==> src/rtl/fetch_ctrl_pkg.sv <==
// Shared fetch-stage types: state encoding, bus bundles and reset PC.
package fetch_ctrl_pkg;

   typedef logic        u1;
   typedef logic [31:0] u32;
   typedef logic [63:0] u64;

   localparam u64 PC_RESET = 64'h8000_0000;

   typedef enum logic [1:0] {
      FETCH,
      HOLD,
      DISCARD
   } fetch_state_t;

   typedef struct packed {
      u1  valid;
      u64 pc;
      u32 instr;
   } fetch_out_t;

   typedef struct packed {
      u1  valid;
      u64 addr;
   } ibus_req_t;

   typedef struct packed {
      u1  data_ok;
      u32 data;
   } ibus_resp_t;

endpackage

==> src/rtl/fetch_ctrl_if.sv <==
// Instruction bus: one outstanding request, address held until data_ok.
interface fetch_ctrl_if #(
   parameter int ADDR_W  = 64,
   parameter int INSTR_W = 32
);
   logic               ireq_valid;
   logic [ADDR_W-1:0]  ireq_addr;
   logic               iresp_data_ok;
   logic [INSTR_W-1:0] iresp_data;

   modport master (
      output ireq_valid,
      output ireq_addr,
      input  iresp_data_ok,
      input  iresp_data
   );

   modport slave (
      input  ireq_valid,
      input  ireq_addr,
      output iresp_data_ok,
      output iresp_data
   );
endinterface

==> src/rtl/fetch_ctrl.sv <==
// Fetch controller: owns the PC, drives the ibus and feeds the F/D register.
// Flushes kill in-flight responses; stalls park a response in a 1-entry buffer.
module fetch_ctrl #(
   parameter logic [63:0] PC_RESET = fetch_ctrl_pkg::PC_RESET,
   parameter int          ADDR_W   = 64,
   parameter int          INSTR_W  = 32
) (
   input  logic               clk,
   input  logic               resetn,
   input  logic               stallF,
   input  logic               flushF,
   input  logic [ADDR_W-1:0]  redirect_pc,
   fetch_ctrl_if.master       ibus,
   output logic               out_valid,
   output logic [ADDR_W-1:0]  out_pc,
   output logic [INSTR_W-1:0] out_instr
);
   import fetch_ctrl_pkg::*;

   localparam logic [ADDR_W-1:0] RST_PC = PC_RESET[ADDR_W-1:0];
   localparam logic [ADDR_W-1:0] STEP   = ADDR_W'(4);

   fetch_state_t       state_q, state_d;
   logic [ADDR_W-1:0]  pc_q, pc_d;
   logic [ADDR_W-1:0]  req_q, req_d;
   logic [ADDR_W-1:0]  bpc_q, bpc_d;
   logic [INSTR_W-1:0] bins_q, bins_d;

   logic               dlv;
   logic [ADDR_W-1:0]  dpc;
   logic [INSTR_W-1:0] dins;
   logic               ok;

   assign ok             = ibus.iresp_data_ok;
   assign ibus.ireq_addr = req_q;

   always_comb begin
      state_d         = state_q;
      pc_d            = pc_q;
      req_d           = req_q;
      bpc_d           = bpc_q;
      bins_d          = bins_q;
      dlv             = 1'b0;
      dpc             = req_q;
      dins            = ibus.iresp_data;
      ibus.ireq_valid = (state_q != HOLD);
      unique case (state_q)
         FETCH: begin
            if (flushF && ok) begin
               pc_d  = redirect_pc;
               req_d = redirect_pc;
            end else if (flushF) begin
               pc_d    = redirect_pc;
               state_d = DISCARD;
            end else if (ok && stallF) begin
               bpc_d   = req_q;
               bins_d  = ibus.iresp_data;
               pc_d    = req_q + STEP;
               state_d = HOLD;
            end else if (ok) begin
               dlv   = 1'b1;
               pc_d  = req_q + STEP;
               req_d = req_q + STEP;
            end
         end
         HOLD: begin
            if (flushF) begin
               pc_d    = redirect_pc;
               req_d   = redirect_pc;
               state_d = FETCH;
            end else if (!stallF) begin
               dlv     = 1'b1;
               dpc     = bpc_q;
               dins    = bins_q;
               req_d   = pc_q;
               state_d = FETCH;
            end
         end
         DISCARD: begin
            if (flushF) pc_d = redirect_pc;
            // a redirect landing with the dropped response becomes the new fetch
            if (ok) begin
               req_d   = flushF ? redirect_pc : pc_q;
               state_d = FETCH;
            end
         end
         default: state_d = FETCH;
      endcase
   end

   always_ff @(posedge clk or negedge resetn) begin
      if (!resetn) begin
         state_q <= FETCH;
         pc_q    <= RST_PC;
         req_q   <= RST_PC;
         bpc_q   <= '0;
         bins_q  <= '0;
      end else begin
         state_q <= state_d;
         pc_q    <= pc_d;
         req_q   <= req_d;
         bpc_q   <= bpc_d;
         bins_q  <= bins_d;
      end
   end

   always_ff @(posedge clk or negedge resetn) begin
      if (!resetn) begin
         out_valid <= 1'b0;
         out_pc    <= '0;
         out_instr <= '0;
      end else if (flushF) begin
         out_valid <= 1'b0;
      end else if (!stallF) begin
         out_valid <= dlv;
         if (dlv) begin
            out_pc    <= dpc;
            out_instr <= dins;
         end
      end
   end

endmodule

==> src/flat_wrapper.sv <==
// flat-port wrapper written by rule: the top's interface ports become plain ports
module fetch_ctrl_flat import fetch_ctrl_pkg::*;
#(
   parameter logic [63:0] PC_RESET = fetch_ctrl_pkg::PC_RESET,
   parameter int          ADDR_W   = 64,
   parameter int          INSTR_W  = 32
)
  (clk, resetn, stallF, flushF, redirect_pc, out_valid, out_pc, out_instr, ibus_ireq_valid, ibus_ireq_addr, ibus_iresp_data_ok, ibus_iresp_data);
  fetch_ctrl_if #(.ADDR_W(ADDR_W), .INSTR_W(INSTR_W)) ibus_i ();
  input  logic clk;
  input  logic resetn;
  input  logic stallF;
  input  logic flushF;
  input  logic [ADDR_W-1:0] redirect_pc;
  output logic out_valid;
  output logic [ADDR_W-1:0] out_pc;
  output logic [INSTR_W-1:0] out_instr;
  output wire logic [$bits(ibus_i.ireq_valid)-1:0] ibus_ireq_valid;
  output wire logic [$bits(ibus_i.ireq_addr)-1:0] ibus_ireq_addr;
  input wire logic [$bits(ibus_i.iresp_data_ok)-1:0] ibus_iresp_data_ok;
  input wire logic [$bits(ibus_i.iresp_data)-1:0] ibus_iresp_data;
  assign ibus_ireq_valid = ibus_i.ireq_valid;
  assign ibus_ireq_addr = ibus_i.ireq_addr;
  assign ibus_i.iresp_data_ok = ibus_iresp_data_ok;
  assign ibus_i.iresp_data = ibus_iresp_data;
  fetch_ctrl #(.PC_RESET(PC_RESET), .ADDR_W(ADDR_W), .INSTR_W(INSTR_W)) u_core (.clk(clk), .resetn(resetn), .stallF(stallF), .flushF(flushF), .redirect_pc(redirect_pc), .ibus(ibus_i), .out_valid(out_valid), .out_pc(out_pc), .out_instr(out_instr));
endmodule
==> config.mk <==
export PLATFORM = sky130hd
export DESIGN_NAME = fetch_ctrl_flat
export DESIGN_NICKNAME = d
export VERILOG_FILES = /design/src/rtl/fetch_ctrl_pkg.sv /design/src/rtl/fetch_ctrl_if.sv /design/src/rtl/fetch_ctrl.sv /design/src/flat_wrapper.sv
export SDC_FILE = /design/constraint.sdc
export NUM_CORES = 1
export LEC_CHECK = 0
export ABC_AREA = 0
export BUFFER_PORTS_ARGS = -buffer_cell sky130_fd_sc_hd__buf_2
export CAP_MARGIN = 30
export CORE_MARGIN = 5
export CORE_UTILIZATION = 40
export CTS_BUF_LIST = sky130_fd_sc_hd__clkbuf_4 sky130_fd_sc_hd__clkbuf_8 sky130_fd_sc_hd__clkbuf_16
export CTS_CLUSTER_DIAMETER = 100
export DETAILED_ROUTE_END_ITERATION = 10
export PLACE_DENSITY_LB_ADDON = 0.2
export SYNTH_ARGS = -nofsm -noshare
export SYNTH_HDL_FRONTEND = slang
export SYNTH_SLANG_ARGS = --single-unit
==> constraint.sdc <==
create_clock -name clk -period 2.9 [get_ports clk]
set_input_delay 0.435 -clock clk [delete_from_list [all_inputs] [get_ports clk]]
set_output_delay 0.435 -clock clk [all_outputs]
set_load 0.05 [all_outputs]
==> metrics.csv <==
metric,value,unit
status,finished clean,
max_freq,371,MHz
cts_tree,yes,
htree_levels,2,
whs_endpoint,u_core.bins_q[24],
synth_nets,1822,
synth_top_family_by_area,compound AO/OA/AOI/OAI gates,
final_cell_mix,"dfrtp_1 (321), buf_2 (261), o21ai_0 (204)",
drv_slew,0,
async_flop_share,100,%
synth_fa_ha_area_share,0.373,%
min-delay-start,ibus_iresp_data[24],
hold_path_class,input pin to flip-flop,
grt_start_max_net_pins,194,
dp_slack,228,ps
grt_antenna_before_repair,7,
ctsResizeCount,0,
core-area,41700,um2
holdPathStages,2,
rows,75,
crit_type,flip-flop to flip-flop,
die_h,215,um
syn2layout_area_growth,22.6,%
rrSetupSlack,200,ps
pwr-share-comb,49.8,%
reg2reg_from,u_core.ibus.ireq_addr[31],
dpl.hpwl,36.6,mm
fin_tns_setup,0,ps
route.detailed.drc,0,
post-cts-setup-buffers,0,
hold_viol,0,
path_clk_slew,60,ps
fp.dieArea,46100,um2
globalplace.congestion,0.838,
critPathCaptureType,flip-flop,
setup_viol,0,
synthSimpleGateAreaFrac,13.0,%
pwr_density_cell,1350,nW/um2
cts_buffer_depth,3,
avgSynthCellArea,9.77,um2
ys_seq_area_share,48.2,%
grt_pass1_wl,85.9,mm
reg2reg_depth,6,
peakVddDrop,0.831,mV
fin_area,20500,um2
ys_seq_elements,323,
clock_skew,15.3,ps
vias,14700,
ant_nets,0,
yosysUniqueCellTypes,65,
cp.arrival,3130,ps
grt_pass1_vias,14700,
fin_crit_sh,93.0,%
numCtsBuffers,39,
drtIter0Drc,1271,
insertion_delay,550,ps
worstMarginPinSlew,791,ps
netSwitchingPower,13.0,mW
yosys.area_share.xor_xnor,2.19,%
rsz0062_at_grt,false,
nNetsFinal,2060,
synth_edf_count,0,
synth_compound_area_share,19.1,%
fp.dieW,215,um
crit_required,3330,ps
max-slew-margin-rel,47.3,%
worst_slack,204,ps
leakage,9.00,nW
min_period,2700,ps
wl,54.0,mm
io_buffer_count,262,
viasPerCell,5.83,
drv_cap,0,
r2r_end,u_core.ibus.ireq_addr[51],
swShare,46.8,%
p_int,14.8,mW
power.clock.fraction,20.3,%
mostFrequentLayoutCell,dfrtp_1,
cts.sinks,323,
ys.flop_type,dfrtp_1,
crit_path_start_kind,flip-flop,
io_pins,263,
seq_power_share,29.9,%
synth_warnings,0,
ctsHoldBuffers,1,
globalRoute.totalOverflow,0,
place_area,19000,um2
root_buffer,clkbuf_16,
drt_first_pass_iters,6,
grt_usage,22.9,%
syn_inst,1716,
post_route_cells_drive_above_1_share,27.8,%
wl_per_cell,21.4,um
initial_core_util,40.2,%
synth_area,16800,um2
synth_mux_area_share,12.6,%
cp_max_fo,17,
## critical path, cell delays in order, from the launching register on
cell and delay (ps):
dfstp_2 610, nand4_2 180, or4_1 570, or4_1 470
buf_4 210, o211a_1 210, a311o_1 320
## metrics by stage
stage               total power, mW  hold WS, ps  cells  utilization [%]
finish                         27.8          130   2524             49.3
global route                   29.5          117   2524             49.3
CTS                            28.0         98.9   2522             49.3
detailed placement             22.2          424   2451             45.7
global placement               21.9          426   2451             45.7
floorplan                      18.0          139   1716                -
## power by group through the flow
stage,logic (mW),registers [mW],clock network [mW]
3_5_place_dp,13.9,8.36,0
2_1_floorplan,6.22,11.7,0
5_1_grt,14.9,8.62,5.99
3_3_place_gp,13.7,8.24,0
6_report,13.9,8.31,5.66
4_1_cts,13.9,8.30,5.80
## flip-flops by register name (all words and copies together), names as in the netlist
register,count
u_core.out_instr,32
u_core.out_pc,64
u_core.out_valid,1
u_core.ibus.ireq_addr,64
u_core.bins_q,32
u_core.state_q,2
u_core.pc_q,64
u_core.bpc_q,64
## cells by family after synthesis
group | count (synthesis)
compound gates | 496
simple gates | 458
flops | 323
mux | 200
buf+inv | 192
xor+xnor | 42
fa+ha+maj | 5
## final cells by class
class	count	area, um2
Antenna cell	2	5.00
Clock buffer	54	1150
Clock inverter	16	335
Fill cell	3984	21100
Inverter	22	82.6
Multi-Input combinational cell	1201	8010
Sequential cell	323	8090
Tap cell	539	674
Timing Repair Buffer	367	2210
## cell usage after synthesis, types with 10 or more instances
cell type | n | area share, %
o21ai_0 | 204 | 6.1
mux2i_1 | 106 | 6.3
buf_1 | 24 | 0.54
clkbuf_1 | 124 | 2.8
inv_1 | 22 | 0.49
o211ai_1 | 14 | 0.63
a21oi_1 | 53 | 1.6
nor4_1 | 20 | 0.75
buf_2 | 18 | 0.54
o2bb2ai_1 | 14 | 0.73
a22o_1 | 19 | 0.99
a31oi_1 | 14 | 0.52
mux2_2 | 94 | 6.3
nor2_1 | 70 | 1.6
o22ai_1 | 14 | 0.52
nand3_1 | 56 | 1.7
xnor2_1 | 36 | 1.9
nand2_1 | 184 | 4.1
a22oi_1 | 84 | 3.8
dfrtp_1 | 321 | 48
nor3_1 | 38 | 1.1
a2bb2oi_1 | 10 | 0.52
or4_1 | 12 | 0.54
nand4_1 | 26 | 0.97
## worst max-delay path by stage
stage,slack [ps],cells past startpoint,end,from
2_1_floorplan,110,7,u_core.ibus.ireq_addr[53],u_core.ibus.ireq_addr[33]
3_3_place_gp,260,6,u_core.pc_q[55],u_core.ibus.ireq_addr[31]
3_5_place_dp,230,6,u_core.ibus.ireq_addr[51],u_core.ibus.ireq_addr[31]
4_1_cts,220,6,u_core.ibus.ireq_addr[53],u_core.ibus.ireq_addr[31]
5_1_grt,110,6,u_core.ibus.ireq_addr[53],u_core.ibus.ireq_addr[31]
6_report,200,6,u_core.ibus.ireq_addr[51],u_core.ibus.ireq_addr[31]
## layer usage
| layer | track usage, % | vias up | wire length, um |
|---|---|---|---|
| met4 | 7.21 | 8 | 1430 |
| met2 | 36.2 | 488 | 24700 |
| li1 | - | 6795 | - |
| met5 | 0 | - | 49 |
| met1 | 32.0 | 7321 | 24200 |
| met3 | 4.53 | 91 | 3650 |
(Power assumes the default switching activity.)
